<file path="src/rtl/block_controller.sv">
// block_controller: moves a 16x16 Pac-Man square around a walled playfield
// under button control, reports which one-pixel moves are legal, and colours
// the current VGA scan pixel.

module block_controller #(
    parameter int MOVE_DIV = 4
) (
    input  logic        clk,
    input  logic        rst,
    input  logic        mastClk,
    input  logic        bright,
    input  logic        up,
    input  logic        down,
    input  logic        left,
    input  logic        right,
    input  logic [9:0]  hCount,
    input  logic [9:0]  vCount,
    output logic [11:0] rgb,
    output logic [11:0] background,
    output logic        leg_l,
    output logic        leg_r,
    output logic        leg_u,
    output logic        leg_d
);

    // Playfield geometry. All arithmetic is done in 12-bit signed so that a
    // one-pixel step off the left/top edge, or a scan position left of the
    // playfield origin, becomes negative rather than wrapping.
    localparam logic signed [11:0] PF_X0      = 12'sd144;
    localparam logic signed [11:0] PF_Y0      = 12'sd35;
    localparam logic signed [11:0] PF_W       = 12'sd640;
    localparam logic signed [11:0] PF_H       = 12'sd480;
    localparam logic signed [11:0] SPRITE     = 12'sd16;
    localparam logic signed [11:0] SPRITE_M1  = 12'sd15;
    localparam logic signed [11:0] ONE        = 12'sd1;
    localparam logic signed [11:0] ZERO       = 12'sd0;
    localparam logic signed [11:0] WALL_LO    = 12'sd16;
    localparam logic signed [11:0] WALL_X_HI  = 12'sd624;
    localparam logic signed [11:0] WALL_Y_HI  = 12'sd464;
    localparam logic signed [11:0] BLOCK_X0   = 12'sd160;
    localparam logic signed [11:0] BLOCK_X1   = 12'sd480;
    localparam logic signed [11:0] BLOCK_Y0   = 12'sd96;
    localparam logic signed [11:0] BLOCK_Y1   = 12'sd128;

    localparam logic [9:0] RESET_X = 10'd312;
    localparam logic [9:0] RESET_Y = 10'd232;

    localparam logic [11:0] COLOUR_BLACK  = 12'h000;
    localparam logic [11:0] COLOUR_PACMAN = 12'hFF0;
    localparam logic [11:0] COLOUR_WALL   = 12'h00F;

    // The move divider needs at least one bit even when MOVE_DIV is 1.
    localparam int                CNT_W   = (MOVE_DIV > 1) ? $clog2(MOVE_DIV) : 1;
    localparam logic [CNT_W-1:0]  CNT_MAX = CNT_W'(MOVE_DIV - 1);

    typedef enum logic [2:0] {
        DIR_NONE,
        DIR_UP,
        DIR_DOWN,
        DIR_LEFT,
        DIR_RIGHT
    } dir_t;

    logic [9:0]         r_xpos;
    logic [9:0]         r_ypos;
    logic [CNT_W-1:0]   r_moveCnt;

    logic               w_moveTick;
    dir_t               w_dir;
    logic               w_dirLegal;
    logic signed [11:0] w_x;
    logic signed [11:0] w_y;
    logic signed [11:0] w_px;
    logic signed [11:0] w_py;
    logic               w_inPlayfield;
    logic               w_pacPixel;
    logic               w_wallPixel;
    logic               w_unusedMastClk;

    // mastClk is a reserved input with no function in this design.
    assign w_unusedMastClk = mastClk;

    // True when a 16x16 square with top-left (x, y) touches any wall pixel:
    // the 16-pixel border ring or the inner horizontal block.
    function automatic logic squareHitsWall(input logic signed [11:0] x,
                                            input logic signed [11:0] y);
        logic hitBorder;
        logic hitBlock;
        hitBorder = (x < WALL_LO) || ((x + SPRITE_M1) >= WALL_X_HI) ||
                    (y < WALL_LO) || ((y + SPRITE_M1) >= WALL_Y_HI);
        hitBlock  = ((x + SPRITE_M1) >= BLOCK_X0) && (x < BLOCK_X1) &&
                    ((y + SPRITE_M1) >= BLOCK_Y0) && (y < BLOCK_Y1);
        return hitBorder || hitBlock;
    endfunction

    // True when the single playfield pixel (x, y) is a wall pixel.
    function automatic logic pixelIsWall(input logic signed [11:0] x,
                                         input logic signed [11:0] y);
        logic isBorder;
        logic isBlock;
        isBorder = (x < WALL_LO) || (x >= WALL_X_HI) ||
                   (y < WALL_LO) || (y >= WALL_Y_HI);
        isBlock  = (x >= BLOCK_X0) && (x < BLOCK_X1) &&
                   (y >= BLOCK_Y0) && (y < BLOCK_Y1);
        return isBorder || isBlock;
    endfunction

    assign w_x = $signed({2'b00, r_xpos});
    assign w_y = $signed({2'b00, r_ypos});

    // Legal-move flags follow the current position within the same cycle.
    assign leg_l = !squareHitsWall(w_x - ONE, w_y);
    assign leg_r = !squareHitsWall(w_x + ONE, w_y);
    assign leg_u = !squareHitsWall(w_x, w_y - ONE);
    assign leg_d = !squareHitsWall(w_x, w_y + ONE);

    assign background = COLOUR_BLACK;

    assign w_moveTick = (r_moveCnt == CNT_MAX);

    // Pick the single highest-priority pressed button; lower-priority
    // buttons are ignored even when the chosen direction is blocked.
    always_comb begin
        w_dir      = DIR_NONE;
        w_dirLegal = 1'b0;
        if (up) begin
            w_dir      = DIR_UP;
            w_dirLegal = leg_u;
        end else if (down) begin
            w_dir      = DIR_DOWN;
            w_dirLegal = leg_d;
        end else if (left) begin
            w_dir      = DIR_LEFT;
            w_dirLegal = leg_l;
        end else if (right) begin
            w_dir      = DIR_RIGHT;
            w_dirLegal = leg_r;
        end
    end

    // Free-running move divider and the position registers, which step one
    // pixel on each divider wrap when the selected move is legal.
    always_ff @(posedge clk) begin
        if (rst) begin
            r_xpos    <= RESET_X;
            r_ypos    <= RESET_Y;
            r_moveCnt <= '0;
        end else begin
            if (w_moveTick) begin
                r_moveCnt <= '0;
            end else begin
                r_moveCnt <= r_moveCnt + 1'b1;
            end

            if (w_moveTick && w_dirLegal) begin
                case (w_dir)
                    DIR_UP:    r_ypos <= r_ypos - 10'd1;
                    DIR_DOWN:  r_ypos <= r_ypos + 10'd1;
                    DIR_LEFT:  r_xpos <= r_xpos - 10'd1;
                    DIR_RIGHT: r_xpos <= r_xpos + 10'd1;
                    default:   ;
                endcase
            end
        end
    end

    // Translate the scan counters into playfield coordinates.
    assign w_px = $signed({2'b00, hCount}) - PF_X0;
    assign w_py = $signed({2'b00, vCount}) - PF_Y0;

    assign w_inPlayfield = (w_px >= ZERO) && (w_px < PF_W) &&
                           (w_py >= ZERO) && (w_py < PF_H);

    assign w_pacPixel = (w_px >= w_x) && (w_px < (w_x + SPRITE)) &&
                        (w_py >= w_y) && (w_py < (w_y + SPRITE));

    assign w_wallPixel = w_inPlayfield && pixelIsWall(w_px, w_py);

    // Pixel colour: blanking first, then Pac-Man, then walls, else background.
    always_comb begin
        rgb = background;
        if (!bright) begin
            rgb = COLOUR_BLACK;
        end else if (w_pacPixel) begin
            rgb = COLOUR_PACMAN;
        end else if (w_wallPixel) begin
            rgb = COLOUR_WALL;
        end
    end

endmodule

</file>
<file path="config.mk">
export PLATFORM = sky130hd
export DESIGN_NAME = block_controller
export DESIGN_NICKNAME = d
export VERILOG_FILES = /design/src/rtl/block_controller.sv
export SDC_FILE = /design/constraint.sdc
export NUM_CORES = 1
export LEC_CHECK = 0
export ABC_AREA = 1
export ABC_CLOCK_PERIOD_IN_PS = 5800
export BUFFER_PORTS_ARGS = -buffer_cell sky130_fd_sc_hd__clkbuf_2
export CORE_MARGIN = 2
export CORE_UTILIZATION = 62
export CTS_CLUSTER_SIZE = 20
export DETAILED_ROUTE_END_ITERATION = 6
export GPL_TIMING_DRIVEN = 0
export HOLD_SLACK_MARGIN = 0.02
export PLACE_DENSITY = 0.95
export SYNTH_ARGS = -nofsm -noshare
export SYNTH_HDL_FRONTEND = slang
export SYNTH_SLANG_ARGS = --single-unit
</file>
<file path="constraint.sdc">
create_clock -name clk -period 5.8 [get_ports clk]
set_input_delay 1.16 -clock clk [delete_from_list [all_inputs] [get_ports clk]]
set_output_delay 1.16 -clock clk [all_outputs]
set_load 0.01 [all_outputs]
</file>
**Word level (Yosys, flattened, before mapping)**

Cells that the tools add are included.

- Input port bits: 28
- Word-level logic and storage cells: 130
- Bits in registers: 22
- Output and inout port bits: 28

- Multiplexer cells: 13
- Add/subtract/negate cells: 19
- Equal/unequal tests: 5
- Reduce and logical (&&, ||, !) cells: 50
- $lt $le $gt $ge: 40

Operators with widths:

| kind | number |
|---|---|
| 11-bit by 6-bit less-than comparator with 1-bit output (second input constant) | 4 |
| 10-bit case mux with 2 select lines | 2 |
| 12-bit by 10-bit greater-or-equal comparator with 1-bit output (second input constant) | 3 |
| 12-bit by 11-bit greater-or-equal comparator with 1-bit output (second input constant) | 3 |
| 11-bit by 10-bit less-than comparator with 1-bit output (second input constant) | 3 |
| 11-bit by 9-bit less-than comparator with 1-bit output (second input constant) | 3 |
| 11-bit by 4-bit adder with 12-bit output (second input constant) | 2 |
| 11-bit by 5-bit adder with 12-bit output (second input constant) | 2 |
| 12-bit by 8-bit greater-or-equal comparator with 1-bit output (second input constant) | 2 |
| 12-bit by 9-bit greater-or-equal comparator with 1-bit output (second input constant) | 2 |
| 11-bit by 12-bit less-than comparator with 1-bit output | 2 |
| 12-bit 2-to-1 mux | 2 |
| 10-bit by 1-bit adder with 11-bit output (second input constant) | 2 |
| 10-bit by 4-bit adder with 11-bit output (second input constant) | 2 |
| 10-bit by 5-bit adder with 11-bit output (second input constant) | 2 |
| 11-bit by 1-bit greater-or-equal comparator with 1-bit output (second input constant) | 2 |
| 11-bit greater-or-equal comparator | 2 |
| 11-bit by 8-bit greater-or-equal comparator with 1-bit output (second input constant) | 2 |
| 1-bit logical AND | 22 |
| 11-bit by 5-bit less-than comparator with 1-bit output (second input constant) | 2 |
| 10-bit by 1-bit subtractor with 11-bit output (second input constant) | 2 |
| 10-bit by 1-bit adder with 10-bit output (second input constant) | 2 |
| 10-bit by 5-bit less-than comparator with 1-bit output (second input constant) | 2 |
| 10-bit by 1-bit subtractor with 10-bit output (second input constant) | 2 |
| other kinds (23) | 53 |

**Longest topological paths before layout**

Gate-level depths: netlist of the first run.

- Depth in word-level cells: 14
- Depth in mapped cells: 24
- Mapped depth without buffers: 23

**Worst setup path before layout of the first run**

Ideal clock, no wire load.

- Kind: input to output
- Start point: input port vCount[0]
- End point: output port rgb[10]
- Data required time: 4.640 ns
- Data arrival time: 3.833 ns
- Stages: 16
- Buffers on the path: 1
- Setup slack: 0.807 ns
- Path through: a21oi_1 > inv_1 > nor3_1 > nor2_1 > nor2_1 > xnor2_1 > inv_1 > ha_1 > a21oi_1 > o21ai_0 > o211ai_1 > nand3b_1 > o21ai_0 > inv_1 > nor3_1 > buf_4

- Cells in the longest elaborated chain, start to end: 6
- Elaborated cells on any way between the ends: 7
- Those cells by class: add/sub (1); order compare (2); mux (2); reduce/logical (2)

Ends and longest elaborated chain:

| item | line | source |
|---|---|---|
| start: declaration | 17 | `input logic [9:0] vCount,` |
| 10-bit by 6-bit subtractor with 11-bit output (*) | 169 | `assign w_py = $signed({2'b00, vCount}) - PF_Y0;` |
| 11-bit greater-or-equal comparator | 175 | `(w_py >= w_y) && (w_py < (w_y + SPRITE));` |
| 1-bit logical AND | 174 | `assign w_pacPixel = (w_px >= w_x) && (w_px < (w_x + SPRITE)) &&` |
| 1-bit logical AND (*) | 175 |  |
| 12-bit 2-to-1 mux (*) | 184 | `end else if (w_pacPixel) begin` |
| 12-bit 2-to-1 mux (*) | 182 | `if (!bright) begin` |
| end: declaration | 18 | `output logic [11:0] rgb,` |

Mark *: on every way between the ends. The rest lies on a longest branch, timed or not.

**Worst setup path in the final report of the first run**

- Start point: input port vCount[0]
- End point: output port rgb[5]

The elaborated chain is that of the path after synthesis.

==> results.md, run 1 <==
- Post-detailed-routing wire length: 13.5 mm
- Crit path launch: vCount[0]
- Wire length of the first global-routing pass: 23.9 mm
- Highest clock rate: between 0.15 and 0.2 GHz
- Layout-stage area growth over the synthesis result: 8.26%
- R2R cell count: 21
- Critical Path RT: 4.64 ns
- Power per Cell Area: around 100 nW/µm²
- RSZ-0062 raised after global routing: false
- Number of maximum-capacitance violations: 0
- Critical Path Sink Type: primary output
- Total DRC errors in the routed layout: 0
- N_diodes: 0
- Drt first pass iters: 6
- Post-detailed-placement cell area: 5740 µm²
- Highest metal layer with signal wires: met4
- Prevailing post-synth register cell: dfxtp_1
- CTS tree: built
- Arrival time at the worst endpoint: 4.06 ns
- Number of hold violations in the final report: 0
- Number of design-rule violations left by the first detailed-router iteration: 341
- Die outline width: around 97 µm
- Pin count of the biggest net entering global routing: 13
- Setup Fix Bufs, Post-CTS: 0
- DP Wirelength: 10.9 mm
- Nets: 1083
- Setup-failing EPs final: 0
- Final period utilization: 89.9%
- Post-synth EDFFs: 0
- Total number of yosys warnings: 0
- Worst-case vdd ir drop: about 0.00012 V
- RR Startpoint: r_xpos[0]
- Boundary Pins: 56
- Number of antenna violations at the first check in global routing: 0
- Clock-pin transition on the worst setup and hold timing paths: 0.08 ns
- Y dimension of the die: 97.0 µm
- Number of antenna-violating nets in the routed design: 0
- Hold-fix buffers at CTS: 0
- Die Outline Area: 9410 µm²
- Total negative slack for setup checks: 0 ns
- Worst reg-to-reg setup slack: 2.38 ns
- Worst hold path type: reg2reg
- Met1 WL: 6.10 mm
- Async S/R FF share, synth: 0%
- Number of H-tree levels: 1
- Library cell used as clock root buffer: clkbuf_8
- Number of buffers on the longest clock path: 2
- Type of the worst setup path: in2out
- Summed area of non-filler cells in the final layout: 5800 µm²
- Leakage dissipation: 3.19 nW
- Placeable Area: around 8300 µm²
- Routed via count divided by cell count: 5.54
- Met2 Routed Length: 6.16 mm
- Hold Path Cell Cnt: 1
- Cells after Synth: approximately 930
- Gp weighted congestion: 0.992
- Number of port buffers: 42
- Total met3 wirelength after detailed routing: 928 µm
- Cell types occupying the most area after synthesis: nand2_1 19%, ha_1 15%, dfxtp_1 8.2%
- Total gr overflow: 0
- Layout cell share with drive strength beyond 1: 12.3%
- Initial Util: 64.6%
- Netlist area before placement: 5360 µm²
- Number of clock buffers inserted by TritonCTS: 3
- Fin worst setup slack: 0.583 ns
- Total track usage: 28.8%
- Post-synthesis register bit count: 22
- Number of distinct library cells after synthesis: 50
- Result of the run: finished clean
- Setup slack after placement: 0.299 ns
- Average routed wire per standard cell: 12.4 µm
- Share of the yosys chip area belonging to registers: just over 8%
- Final Max Tran Viols: 0
- Row count: 33
- Min Tclk post-route: 5.22 ns
- Avg Inst Size Synth: 5.76 µm²
- Vias in the first global route: 5623
- Slew margin rel.: just under 60%
- Worst-skew pair later-pin latency: 0.26 ns
- Post-Route Hold Slack: 0.440 ns
- Number of clock sinks: 22
- Startpoint types: input pin
- Crit Path Max Fanout: 8
- Cell taking the most area after synthesis: nand2_1
- Start point of the worst min-delay path: r_moveCnt[0]
- Total power after layout: 604 µW
- Portion of synthesized cell area occupied by the leading cell type: 18.8%
- Slew @ Worst Pin: 0.625 ns
- Layout Skew: 0.00191 ns
- Timing endpoint of the critical path: rgb[5]
- Number of vias after detailed routing: 6057
- Endpoint of the most critical register-to-register path: r_xpos[0]
-- layout make-up --
| cell class | count | area (µm²) |
|---|---|---|
| plain buffers | 40 | 268 |
| inverters | 125 | 469 |
| well taps | 105 | 131 |
| multi-input cells | 755 | 4230 |
| clock buffers | 4 | 55.1 |
| flip-flops and latches | 22 | 440 |
| repair buffers | 42 | 210 |
| fillers | 744 | 2500 |
-- cells by family after synthesis --
| family | after synthesis | share of synthesized area (%) |
|---|---|---|
| AOI/OAI and AO/OA | 88 | 9.50 |
| xor gates and xnor gates | 49 | 8.78 |
| adders and majority gates | 66 | 15.7 |
| buffers and inverters | 165 | 13.7 |
| DFF | 22 | 8.22 |
| other | 1 | 0.0700 |
| and+or+nand+nor | 540 | 44.0 |
-- synthesized netlist by cell type, drive strengths merged (2+ instances only) --
master	instances
nor2	115
o211ai	2
nand3b	2
a221oi	2
nand3	93
a21oi	36
a21o	2
xor2	42
and3	2
a21boi	2
nand4	31
ha	64
nand2	272
o21ai	28
o21bai	4
or2	2
nor4	3
o21a	3
o31ai	4
clkinv	6
inv	119
xnor2	7
clkbuf	2
fa	2
nor2b	2
nor3	14
dfxtp	22
and2	3
buf	38
-- flip-flops by register name, summed over array words and instances (netlist names) --
register   cells
r_xpos        10
r_moveCnt      2
r_ypos        10
-- where the power goes --
group          switching, mW  internal (mW)  leakage, nW
logic                  0.206          0.124         2.98
clock network         0.0490         0.0605       0.0288
registers            0.00804          0.157        0.179
-- worst min-delay path by stage --
stage	end
2_1_floorplan	r_moveCnt[0]
3_3_place_gp	r_moveCnt[0]
3_5_place_dp	r_moveCnt[0]
4_1_cts	r_moveCnt[0]
5_1_grt	r_moveCnt[0]
6_report	r_moveCnt[0]
-- layout by cell type, fill, tap and decap left out, drive strengths merged --
cell type  count
a21o           2
a21oi         36
buf           38
xnor2          7
nand4         31
dfxtp         22
nand2        272
fa             2
xor2          42
conb          12
a31oi          1
nor2         115
o21a           3
o211ai         2
a41oi          1
clkinv         6
o21bai         4
nor4           3
nand3         93
o21ai         28
nor3          14
and3           2
and2           3
nor3b          1
a21boi         2
ha            64
inv          119
a221oi         2
nor2b          2
o221ai         1
o31ai          4
nand3b         2
clkbuf        48
a211o          1
a211oi         1
or2            2
-- worst max-delay path, cell delays in order --
cell	delay [ns]
clkbuf_2	0.10
a21oi_1	0.24
inv_1	0.07
nor3_1	0.19
nor2_1	0.08
nor2_1	0.17
xnor2_1	0.21
inv_1	0.11
ha_1	0.33
a21oi_1	0.14
o21ai_0	0.09
o211ai_1	0.19
nand3b_1	0.09
o21ai_0	0.07
inv_1	0.09
nor3_2	0.42
buf_4	0.19
clkbuf_2	0.12
-- routing by layer --
| metal | global-route usage, % | vias up |
|---|---|---|
| li1 | - | 3093 |
| met1 | 38.5 | 2717 |
| met2 | 50.2 | 215 |
| met3 | 1.16 | 32 |
| met4 | 8.67 | 0 |
| met5 | 0 | - |
-- timing repair --
action,in CTS,in global routing
endpoints found under the setup margin,0,8
resized for setup,0,1
hold endpoints to repair,0,0
-- through the flow --
step           utilization [%]  std cells
3_5_place_dp              69.2       1089
4_1_cts                   69.9       1093
3_3_place_gp              69.2       1089
5_1_grt                   69.9       1093
2_1_floorplan                -        942
6_report                  69.9       1093
Note: power is estimated with default switching activity, not from simulation.
==> run 2, diff against run 1 <==
--- a/config.mk
+++ b/config.mk
@@ -8,8 +8,10 @@
 export ABC_AREA = 1
 export ABC_CLOCK_PERIOD_IN_PS = 5800
 export BUFFER_PORTS_ARGS = -buffer_cell sky130_fd_sc_hd__clkbuf_2
+export CELL_PAD_IN_SITES_DETAIL_PLACEMENT = 0
+export CELL_PAD_IN_SITES_GLOBAL_PLACEMENT = 1
 export CORE_MARGIN = 2
-export CORE_UTILIZATION = 62
+export CORE_UTILIZATION = 42
 export CTS_CLUSTER_SIZE = 20
 export DETAILED_ROUTE_END_ITERATION = 6
 export GPL_TIMING_DRIVEN = 0
==> run 2 against run 1 <==
Compared with the run above: worst hold slack got worse by 0.0061 ns; final cell count rose by 6.1%; non-clock buffer count did not move; sequential share of layout area fell by 0.17 points; total power rose by 13%; routed wire length fell by 0.27%; clock skew rose by 0.0072 ns; fmax rose by 1.1%; critical path type unchanged; largest power group unchanged; highest routed layer unchanged.
==> results.md, run 2 (synthesis results as in run 1) <==
- Largest registers ranked by flip-flop count: r_xpos: 10 flops, r_ypos: 10 flops, r_moveCnt: 2 flops
- Number of H-tree levels: 1 (unchanged)
- Crit Path Max Fanout: 8 (unchanged)
- Number of design-rule violations left by the first detailed-router iteration: 355 (+4.1%)
- Number of cells in the finished layout apart from fillers: 1160 (+6.1%)
- Pin count of the biggest net entering global routing: 14 (+1)
- Boundary Pins: 56 (unchanged)
- Summed area of non-filler cells in the final layout: 5940 µm² (+2.3%)
- Critical Path RT: 4.64 ns (about the same)
- Layout-stage area growth over the synthesis result: 10.8%
- N_diodes: 0 (unchanged)
- Post-Route Hold Slack: 0.434 ns (-0.00610 ns)
- Drt first pass iters: 5 (-1)
- Slew @ Worst Pin: 0.584 ns (-0.0411 ns)
- Commonest cells after routing, fill and taps aside: 268 x nand2_1, 108 x inv_1, 107 x nor2_1
- Share of the core filled with cells in the final layout: 47.4% (-22 points)
- Number of vias after detailed routing: 5797 (-4.3%)
- DP Wirelength: 11.2 mm (+2.8%)
- Layout Skew: 0.00908 ns (+0.00717 ns)
- Post-detailed-routing wire length: 13.5 mm (-0.27%)
- Commonest non-fill, non-tap cell in the layout: nand2_1
- Vias in the first global route: 5157 (-8.3%)
- Setup slack after placement: 0.333 ns (+0.0338 ns)
- Number of clock sinks: 22 (unchanged)
- Number of port buffers: 42 (unchanged)
- Type of the worst setup path: in2out
- Number of maximum-capacitance violations: 0 (unchanged)
- Worst-skew pair later-pin latency: 0.26 ns (about the same)
- Worst hold path type: reg2reg
- Worst-path cell with the longest stage delay: nor3_2
- Top cell family by delay on the critical path: simple AND/OR/NAND/NOR gates
- Total negative slack for setup checks: 0 ns (unchanged)
- Post-detailed-placement cell area: 5830 µm² (+1.5%)
- Worst reg-to-reg setup slack: 2.40 ns (+0.02 ns)
- Series of cell instances along the critical path: clkbuf_2 > a21oi_1 > inv_1 > nor3_1 > nor2_1 > nor2_1 > xnor2_1 > inv_1 > ha_1 > a21oi_1 > o21ai_0 > o211ai_1 > nand3b_1 > o21ai_0 > inv_1 > nor3_2 > buf_4 > clkbuf_2
- Number of clock buffers inserted by TritonCTS: 3 (unchanged)
- Final Max Tran Viols: 0 (unchanged)
- R2R cell count: 21 (unchanged)
- Setup Fix Bufs, Post-CTS: 0 (unchanged)
- Die Outline Area: 13700 µm² (+45%)
- Die outline width: 117 µm (+21%)
- Crit path launch: vCount[0]
- Endpoint of the most critical register-to-register path: r_ypos[5]
- Library cell used as clock root buffer: clkbuf_16
- Total gr overflow: 0 (unchanged)
- Critical Path Sink Type: primary output
- Power per Cell Area: 115 nW/µm² (+11%)
- Resize count post-CTS: 0 (unchanged)
- Slew margin rel.: 60.8% (+2.8 points)
- Number of buffers on the longest clock path: 2 (unchanged)
- Result of the run: finished clean
- Min Tclk post-route: 5.16 ns (-0.0561 ns)
- Gp weighted congestion: 0.917 (-7.5%)
- Setup-failing EPs final: 0 (unchanged)
- Fin worst setup slack: 0.640 ns (+0.0561 ns)
- Highest clock rate: 0.194 GHz (+1.1%)
- Cells after DPL: 1156 (+6.2%)
- Stage delay of the slowest cell on the critical path: 0.39 ns (-0.03 ns)
- Cell seen most often among critical-path stages: inv_1
- Hold-fix buffers at CTS: 0 (unchanged)
- CTS tree: built
- Total track usage: 20.5% (-8.3 points)
- CP Buf/Inv Count: 6 (unchanged)
- Placeable Area: 12500 µm² (+51%)
- Endpoint, Worst Hold: r_moveCnt[0]
- Row count: 41 (+24%)
- RSZ-0062 raised after global routing: false
- Average routed wire per standard cell: 11.6 µm (-6.0%)
- Worst-case vdd ir drop: 0.0000901 V (-25%)
- Number of antenna-violating nets in the routed design: 0 (unchanged)
- Y dimension of the die: 117 µm (+21%)
- Leakage dissipation: 3.21 nW (+0.70%)
- Arrival time at the worst endpoint: 4.00 ns (-0.06 ns)
- Layout cell share with drive strength beyond 1: 12.3% (unchanged)
- Startpoint types: input pin
- Start point of the worst min-delay path: r_moveCnt[0]
- Clock-pin transition on the worst setup and hold timing paths: 0.06 ns (-0.02 ns)
- Final period utilization: 89.0% (-0.97 points)
- Total power after layout: 684 µW (+13%)
- Initial Util: 42.8% (-22 points)
- RR Startpoint: r_xpos[0]
- Nets: 1083 (unchanged)
- Hold Path Cell Cnt: 1 (unchanged)
- Number of antenna violations at the first check in global routing: 0 (unchanged)
- Number of hold violations in the final report: 0 (unchanged)
- Routed via count divided by cell count: 5.00 (-9.8%)
- Wire length of the first global-routing pass: 23.1 mm (-3.3%)
- Total DRC errors in the routed layout: 0 (unchanged)
-- run 2: area by class of cell --
| class | count | area [µm²] |
|---|---|---|
| Timing Repair Buffer | 42 | 210 |
| Inverter | 125 | 469 |
| Clock inverter | 1 | 30.0 |
| Clock buffer | 3 | 75.1 |
| Tap cell | 172 | 215 |
| Fill cell | 1370 | 6580 |
| Multi-Input combinational cell | 755 | 4230 |
| Sequential cell | 22 | 440 |
| Buffer | 40 | 268 |
-- run 2: how the worst max path moves through the flow --
| stage | end | cells after the start |
|---|---|---|
| floorplan | rgb[10] | 16 |
| global placement | rgb[11] | 18 |
| detailed placement | rgb[11] | 18 |
| CTS | rgb[11] | 19 |
| global route | rgb[6] | 18 |
| finish | rgb[8] | 18 |
-- run 2: power by group --
part	internal (mW)	switching [mW]	leakage, nW	total, mW
Combinational	0.123	0.201	2.98	0.324
Clock	0.137	0.0576	0.0511	0.195
Sequential	0.158	0.00812	0.179	0.166
Total	0.418	0.267	3.21	0.684
-- run 2: per-layer routing --
metal | track usage [%] | up-vias | routed length [µm]
met1 | 28.0 | 2541 | 6730
met3 | 1.60 | 15 | 624
met4 | 5.25 | 0 | 245
met2 | 35.1 | 137 | 5890
met5 | 0 | - | 0
li1 | - | 3104 | -
==> run 3, diff against run 2 <==
--- a/config.mk
+++ b/config.mk
@@ -16,7 +16,7 @@
 export DETAILED_ROUTE_END_ITERATION = 6
 export GPL_TIMING_DRIVEN = 0
 export HOLD_SLACK_MARGIN = 0.02
-export PLACE_DENSITY = 0.95
+export PLACE_DENSITY = 0.83
 export SYNTH_ARGS = -nofsm -noshare
 export SYNTH_HDL_FRONTEND = slang
 export SYNTH_SLANG_ARGS = --single-unit
==> run 3 against run 2 <==
Compared with the run above: total power hardly changed; sequential share of layout area unchanged; combinational power about the same; clock power about the same; sequential power barely moved; via count fell by 2.3%; critical path depth stayed put; first-iteration DRC count down 8.2%; sequential cell count stayed put; final area did not move; die area did not move; critical endpoint is now rgb[5]; largest power group unchanged.
==> results.md, run 3 (synthesis results as in run 1) <==
- Result of the run: finished clean
- Nets: 1083 (unchanged)
- Number of cells in the finished layout apart from fillers: 1160 (unchanged)
- Cells after DPL: 1156 (unchanged)
- Die Outline Area: 13700 µm² (unchanged)
- Drt first pass iters: 5 (unchanged)
- Number of antenna-violating nets in the routed design: 0 (unchanged)
- Crit Path Max Fanout: 8 (unchanged)
- Fillers: 1437 (+4.9%)
- Total DRC errors in the routed layout: 0 (unchanged)
- Die outline width: 117 µm (unchanged)
- Worst hold path type: reg2reg
- Commonest cells after routing, fill and taps aside: 268 x nand2_1, 108 x inv_1, 107 x nor2_1
- Largest registers ranked by flip-flop count: r_xpos: 10 flops, r_ypos: 10 flops, r_moveCnt: 2 flops
- DP Wirelength: 11.7 mm (+5.0%)
- Total track usage: 21.0% (+0.47 points)
- Leakage dissipation: 3.21 nW (unchanged)
- Final period utilization: 88.4% (-0.55 points)
- Critical Path RT: 4.64 ns (about the same)
- Share of the core filled with cells in the final layout: 47.4% (unchanged)
- Placeable Area: 12500 µm² (unchanged)
- Gp weighted congestion: 0.867 (-5.5%)
- Slew margin rel.: 61.5% (+0.66 points)
- Setup Fix Bufs, Post-CTS: 0 (unchanged)
- Crit path launch: vCount[0]
- Arrival time at the worst endpoint: 3.97 ns (-0.03 ns)
- Layout Skew: 0.00510 ns (-0.00398 ns)
- Start point of the worst min-delay path: r_moveCnt[0]
- Startpoint types: input pin
- Y dimension of the die: 117 µm (unchanged)
- Number of port buffers: 42 (unchanged)
- Number of H-tree levels: 1 (unchanged)
- Power per Cell Area: 115 nW/µm² (about the same)
- Worst-skew pair later-pin latency: 0.26 ns (about the same)
- Slew @ Worst Pin: 0.574 ns (-0.00983 ns)
- Library cell used as clock root buffer: clkbuf_16
- Post-detailed-placement cell area: 5830 µm² (unchanged)
- Total gr overflow: 0 (unchanged)
- Total negative slack for setup checks: 0 ns (unchanged)
- Clock-pin transition on the worst setup and hold timing paths: 0.06 ns (about the same)
- Highest clock rate: 0.195 GHz (+0.62%)
- Commonest non-fill, non-tap cell in the layout: nand2_1
- Post-detailed-routing wire length: 14.1 mm (+4.9%)
- Pin count of the biggest net entering global routing: 14 (unchanged)
- Number of maximum-capacitance violations: 0 (unchanged)
- Routed via count divided by cell count: 4.88 (-2.3%)
- Post-Route Hold Slack: 0.427 ns (-0.00651 ns)
- Layout-stage area growth over the synthesis result: 10.8% (unchanged)
- Number of vias after detailed routing: 5666 (-2.3%)
- Boundary Pins: 56 (unchanged)
- Number of clock buffers inserted by TritonCTS: 3 (unchanged)
- Number of hold violations in the final report: 0 (unchanged)
- Number of design-rule violations left by the first detailed-router iteration: 326 (-8.2%)
- Summed area of non-filler cells in the final layout: 5940 µm² (unchanged)
- Setup-failing EPs final: 0 (unchanged)
- N_diodes: 0 (unchanged)
- RSZ-0062 raised after global routing: false
- CTS tree: built
- Setup slack after placement: 0.398 ns (+0.0654 ns)
- Number of clock sinks: 22 (unchanged)
- Initial Util: 42.8% (unchanged)
- Number of buffers on the longest clock path: 2 (unchanged)
- Total power after layout: 684 µW (about the same)
- Type of the worst setup path: in2out
- Fin worst setup slack: 0.671 ns (+0.0318 ns)
- Critical Path Sink Type: primary output
- Vias in the first global route: 4995 (-3.1%)
- Average routed wire per standard cell: 12.2 µm (+4.9%)
- Layout cell share with drive strength beyond 1: 12.3% (unchanged)
- Row count: 41 (unchanged)
- Min Tclk post-route: 5.13 ns (-0.0318 ns)
- Wire length of the first global-routing pass: 23.5 mm (+1.9%)
- Number of antenna violations at the first check in global routing: 0 (unchanged)
- RR Startpoint: r_xpos[0]
- Worst-case vdd ir drop: 0.000160 V (+78%)
- Final Max Tran Viols: 0 (unchanged)
## run 3: cell counts in the layout (fill, tap and decap cells not counted)
No cell type changed its count.
## run 3: layout make-up
class | count | area [µm²] | share of cell area (%)
flip-flops and latches | 22 | 440 | 7.42
clock buffers | 3 | 75.1 | 1.26
clock inverters | 1 | 30.0 | 0.506
repair buffers | 42 | 210 | 3.54
plain buffers | 40 | 268 | 4.51
inverters | 125 | 469 | 7.90
multi-input cells | 755 | 4230 | 71.2
well taps | 172 | 215 | 3.62
## run 3: worst paths after layout
path,slack (ns),cells past startpoint,endpoint
min reg2reg,0.43,1,r_moveCnt[0]
max,0.67,18,rgb[5]
max reg2reg,2.36,21,r_ypos[6]
min,0.43,1,r_moveCnt[0]
## run 3: per-layer routing
| metal | up-vias | share of wire, % | wire (µm) | global-route usage, % |
|---|---|---|---|---|
| li1 | 3096 | - | - | - |
| met1 | 2462 | 52 | 7320 | 31.0 |
| met2 | 100 | 44 | 6260 | 34.7 |
| met3 | 8 | 3.3 | 469 | 0.824 |
| met4 | 0 | 0.70 | 99 | 3.06 |
| met5 | - | 0 | 0 | 0 |
## run 3: worst max-delay path, stage by stage
cell,delay (ns)
clkbuf_2,0.10
a21oi_1,0.22
inv_1,0.06
nor3_1,0.19
nor2_1,0.09
nor2_1,0.16
xnor2_1,0.21
inv_1,0.11
ha_1,0.32
a21oi_1,0.13
o21ai_0,0.09
o211ai_1,0.18
nand3b_1,0.09
o21ai_0,0.09
inv_1,0.09
nor3_2,0.38
buf_4,0.18
clkbuf_2,0.12
## run 3: power breakdown
part | leakage, nW | internal (mW) | switching [mW] | total [mW]
clock | 0.0511 | 0.137 | 0.0571 | 0.194
combinational | 2.98 | 0.123 | 0.201 | 0.324
sequential | 0.179 | 0.158 | 0.00802 | 0.166
total | 3.21 | 0.418 | 0.266 | 0.684
## run 3: what timing repair did
action / 4_1_cts / 5_1_grt
gates resized for setup: 0 / 1
endpoints found under the setup margin: 0 / 7
hold buffers: 0 / 0
